**src/rtl/byte_compare_seq.sv**
```systemverilog
// byte_compare_seq: serial MSB-first compare of two NBYTES-byte operands, one byte pair per transfer.
// Define BYTE_COMPARE_SEQ_SIGNED_EN to treat the operands as two's-complement signed words.
module byte_compare_seq #(
  parameter int NBYTES = 4
) (
  input  logic       clk,
  input  logic       rst,
  input  logic       start,
  input  logic       in_valid,
  output logic       in_ready,
  input  logic [7:0] A,
  input  logic [7:0] B,
  output logic       out_valid,
  input  logic       out_ready,
  output logic       equal,
  output logic       greater,
  output logic       less,
  output logic       busy
);
  localparam int CW = $clog2(NBYTES + 1);
  typedef enum logic [1:0] {IDLE, RUN, DONE} state_t;
  state_t state_q, state_d;
  logic [CW-1:0] cnt_q, cnt_d;
  logic dec_q, dec_d, eq_q, eq_d, gt_q, gt_d, lt_q, lt_d;
  logic xfer, last, a_gt;
  assign xfer = state_q == RUN && in_valid;
  assign last = cnt_q == CW'(NBYTES - 1);
`ifdef BYTE_COMPARE_SEQ_SIGNED_EN
  // only the most significant byte carries the sign
  assign a_gt = cnt_q == '0 ? $signed(A) > $signed(B) : A > B;
`else
  assign a_gt = A > B;
`endif
  always_ff @(posedge clk) begin
    if (rst) begin
      state_q <= IDLE;
      cnt_q   <= '0;
      dec_q   <= 1'b0;
      eq_q    <= 1'b0;
      gt_q    <= 1'b0;
      lt_q    <= 1'b0;
    end else begin
      state_q <= state_d;
      cnt_q   <= cnt_d;
      dec_q   <= dec_d;
      eq_q    <= eq_d;
      gt_q    <= gt_d;
      lt_q    <= lt_d;
    end
  end
  always_comb begin
    state_d = state_q == IDLE ? (start ? RUN : IDLE) :
              state_q == RUN  ? (xfer && last ? DONE : RUN) :
                                (out_ready ? IDLE : DONE);
  end
  always_comb begin
    cnt_d = cnt_q;
    dec_d = dec_q;
    eq_d  = eq_q;
    gt_d  = gt_q;
    lt_d  = lt_q;
    if (state_q == IDLE && start) begin
      cnt_d = '0;
      dec_d = 1'b0;
      eq_d  = 1'b1;
      gt_d  = 1'b0;
      lt_d  = 1'b0;
    end else if (xfer) begin
      cnt_d = cnt_q + 1'b1;
      if (!dec_q && A != B) begin
        dec_d = 1'b1;
        eq_d  = 1'b0;
        gt_d  = a_gt;
        lt_d  = !a_gt;
      end
    end
  end
  always_comb begin
    in_ready  = state_q == RUN;
    out_valid = state_q == DONE;
    busy      = state_q != IDLE;
    equal     = eq_q;
    greater   = gt_q;
    less      = lt_q;
  end
endmodule

```
**config.mk**
```make
export PLATFORM = sky130hd
export DESIGN_NAME = byte_compare_seq
export DESIGN_NICKNAME = d
export VERILOG_FILES = /design/src/rtl/byte_compare_seq.sv
export SDC_FILE = /design/constraint.sdc
export NUM_CORES = 1
export LEC_CHECK = 0
export ABC_AREA = 1
export BUFFER_PORTS_ARGS = -buffer_cell sky130_fd_sc_hd__buf_2
export CORE_UTILIZATION = 45
export DETAILED_ROUTE_END_ITERATION = 6
export PLACE_DENSITY = 0.84
export SETUP_SLACK_MARGIN = 0.2
export SLEW_MARGIN = 20
export SYNTH_ARGS = -nofsm -noshare
export SYNTH_HDL_FRONTEND = slang
export SYNTH_SLANG_ARGS = --single-unit
```
**constraint.sdc**
```tcl
create_clock -name clk -period 1.4 [get_ports clk]
set_input_delay 0.28 -clock clk [delete_from_list [all_inputs] [get_ports clk]]
set_output_delay 0.28 -clock clk [all_outputs]
set_load 0.005 [all_outputs]
```
# After elaboration in Yosys (flattened, before gate mapping)

Cells that the tools add are included.

Bits of input ports: 21
Logic and storage cells: 33
Register bits after elaboration: 9
Output and inout bits: 6

Mux-type cells: 8
Reduce and logical (&&, ||, !) cells: 13
Add/subtract/negate cells: 1
Order comparisons: 1
Equality and inequality tests: 4

Operators by type and width:

| cell                                           | number |
|---|---|
| > comparator 8 bit                             | 1 |
| 2-to-1 mux 2 bit                               | 4 |
| inequality test 8 bit                          | 1 |
| nonzero test 2 bit                             | 3 |
| logical AND 1 bit                              | 4 |
| 2-to-1 mux 1 bit                               | 4 |
| AND reduction 2 bit                            | 2 |
| adder 3 x 1 -> 3 bit (second input constant)   | 1 |
| == test 3 x 2 -> 1 bit (second input constant) | 1 |
| == test 2 x 1 -> 1 bit (second input constant) | 1 |
| == test 2 bit (second input constant)          | 1 |
| zero test 1 bit                                | 2 |
| zero test 2 bit                                | 1 |
| OR reduction 2 bit                             | 1 |

# Depth between registers and ports, before layout

Word-level depth: 6
Gate-level depth with buffers: 11
Gate-level depth less buffers: 11

# Least setup slack after synthesis

No wires, ideal clock.

Kind: input -> register
Start point: in B[7]
End point: reg gt_q, in the netlist greater
Stages: 10
Buffers on the path: 0
Setup slack: 0.217 ns
Data required time: 1.291 ns
Setup time: 0.109 ns
Arrival: 1.074 ns
Cell sequence: inv_1 ha_1 nand2_1 nor2_1 nand2_1 nand2_4 nor2_4 nand2_2 nand2_1 inv_1

Longest elaborated chain between the ends: 3
Elaborated cells between the ends (all ways): 4
Classes of those cells: 1 x order compare; 1 x eq/ne; 2 x reduce/logical

RTL lines:

| what                                                                       | RTL line | RTL |
|---|---|---|
| start, declared                                                            | 12       | `input logic [7:0] B,` |
| parallel branches: the longest is 3 deep, another holds > comparator 8 bit | -        |  |
| end signal, assigned                                                       | 47       | `gt_q <= gt_d;` |
| end, declared                                                              | 24       | `logic dec_q, dec_d, eq_q, eq_d, gt_q, gt_d, lt_q, lt_d;` |

Parallel ways; which one is timed is not known.
A chain may end at the register's enable or synchronous reset.

# Final worst setup path

Start point: reg state_q[1]
End point: out in_ready

Longest elaborated chain between the ends: 1

RTL lines:

| what                   | RTL line | RTL |
|---|---|---|
| start, declared        | 22       | `state_t state_q, state_d;` |
| start signal, assigned | 43       | `state_q <= state_d;` |
| == test 2 x 1 -> 1 bit | 79       | `in_ready = state_q == RUN;` |
| end, declared          | 10       | `output logic in_ready,` |

Every way passes these cells.

==> run metrics <==
clk slew on worst S/H paths=0.06 ns; Max Clk Rate=844 MHz; Starting Density=0.492; CTS max path bufs=2; post-synth top area share=0.278; count of cell types in the netlist=16; total power=652 uW; crit path buf inv count=3; slowest CP cell=dfxtp_2; Least-Margin Pin Slew=0.181 ns; area grow syn2layout=31.1%; max_slew headroom=0.879; Avg Inst Size Synth=7.20 sq um; area leader, netlist=dfxtp_1; area occupied by multi-input gates=388 sq um; Syn Nets=121; die height=40.0 microns; initial antenna violation count=0; clock skew=0.00263 ns; Yosys reg bits=9; via count=624; hold slack=0.246 ns; first-pass GRT wire length=1650 microns; hold_buf cts=0; largest net degree at the start of global routing=6; routed len/inst=9.07 microns; sequential fraction of the synthesis area=0.278; setup violators final=0; post-layout minimum cycle time=1.19 ns; RSZ-0062 raised after global routing=yes; Placed Cells=131; Total Wirelength=1230 microns; area of the die=1600 sq um; final period utilization=0.847; CTS Sinks=9; Post-DRT Antenna Nets=0; GPL Wtd Cong=0.712; Crit path max-delay family=flip-flops; CTS tree=done; Vias/cell=4.59; WP data required=1.12 ns; boundary pin count=27; Final #Nets=153; GRT Overall Usage=0.150; Setup TNS=0 ns; drt drc=0; synth top area cells=dfxtp_1, ha_1, nand2_1, inv_1, a21oi_1; Final Core Density=0.645; outcome=completed; worst path cell trace=inv_2 -> nand2_2 -> inv_2 -> buf_6; Clock Latency Late Sink=0.25 ns; # Max-Cap Violations=0; Pre-antenna DRT Iters=2; Leakage=0.000491 uW; Fillers=130; total gr overflow=0; Critical Path Most Common Cell=inv_2; vias in the first global route=474; CP Class=reg -> out; Post-Synthesis Cell Area=648 sq um; clk root buf=clkbuf_4; crit-path max cell delay=0.33 ns; PortBufs=26; fin cells=136; cts bufs inserted=3; Gate Count Post-Synth=90; Worst Path Max Fanout=3; Hold Crit Class=in -> reg; Final Hold Fails=0; layout cells sized above 1=0.397; power density cells=767 nW/um^2; # diodes=0; core footprint=1320 sq um; crit path DAT=0.91 ns; Final HPWL DP=1000 microns; synth warn=0; Final Max Tran Viols=0; number of core rows=13; Die X-Extent=40.0 microns; most common cell after layout, fill and taps aside=buf_2; H-tree levels=1; critical path endpoint category=output pin; CP Launch Type=flip-flop; Detailed Route Iter0 Violations=5; storage element area=183 sq um; worst vdd ir=681 uV; most frequent cells in the layout=buf_2, nand2_1, inv_1, ha_1, a21oi_1
[state kept, by name, indices dropped and copies added, names as in the netlist]
name     count
cnt_q        3
dec_q        1
equal        1
greater      1
less         1
state_q      2
[report_power, final]
| part | leakage (uW) | internal, uW | total (uW) | switching (uW) |
|---|---|---|---|---|
| clock network | 0.0000150 | 109 | 192 | 82.3 |
| logic | 0.000402 | 82.6 | 177 | 94.2 |
| registers | 0.0000741 | 271 | 284 | 12.7 |
| total | 0.000491 | 463 | 652 | 189 |
[metal layers]
layer / global-route usage / share of wire
met1: 0.183 / 0.42
met2: 0.270 / 0.53
met3: 0.0500 / 0.054
met4: 0 / 0
met5: 0 / 0
[stage by stage]
| step | area [sq um] | worst slack (ns) |
|---|---|---|
| after global placement | 797 | 0.0815 |
| after global routing | 850 | 0.170 |
| final | 850 | 0.215 |
| after CTS | 826 | 0.204 |
| after floorplan | 648 | 0.217 |
| after detailed placement | 797 | 0.0253 |
[path summary, 6_finish.rpt]
| kind | from | end | slack (ns) | depth (start not counted) |
|---|---|---|---|---|
| max | state_q[1]$_SDFF_PP0_ | in_ready | 0.21 | 4 |
| min | rst | state_q[0]$_SDFF_PP0_ | 0.25 | 2 |
| max reg2reg | state_q[1]$_SDFF_PP0_ | greater$_SDFFE_PP0P_ | 0.34 | 8 |
| min reg2reg | equal$_SDFFE_PP0P_ | equal$_SDFFE_PP0P_ | 0.47 | 2 |
[kinds of logic (layout without fill, tap and decap cells)]
family / Yosys count / in the layout / synth area share
flip-flops: 9 / 9 / 0.278
AND/OR/NAND/NOR: 35 / 35 / 0.282
adder cells (fa/ha/maj): 10 / 10 / 0.193
XOR/XNOR: 1 / 1 / 0.0135
buffers and inverters: 24 / 55 / 0.139
AO/OA/AOI/OAI: 11 / 11 / 0.0946
[timing repair]
action | 4_1_cts | 5_1_grt
buffers inserted | 0 | 1
gates resized for setup | 3 | 5
endpoints found under the setup margin | 2 | 3
gates cloned | 0 | 0
hold endpoints to repair | 0 | 0
[cell usage after synthesis (all sizes together)]
master / n
nand3: 1
xor2: 1
nor2: 8
nand2: 26
inv: 24
dfxtp: 9
a211oi: 1
a21oi: 9
o21ai: 1
ha: 10
[worst register-to-register path, delay by kind of cell, from the launching register on]
| kind | cells | cell delay [ns] |
|---|---|---|
| AND/OR/NAND/NOR | 6 | 0.50 |
| buffers and inverters | 2 | 0.12 |
| flip-flops | 1 | 0.33 |
[cell type report]
| class | count | area share |
|---|---|---|
| Multi-Input combinational cell | 57 | 0.457 |
| Sequential cell | 9 | 0.215 |
| Timing Repair Buffer | 27 | 0.169 |
| Inverter | 24 | 0.106 |
| Clock buffer | 4 | 0.0309 |
| Tap cell | 15 | 0.0221 |
(Power assumes the default switching activity.)
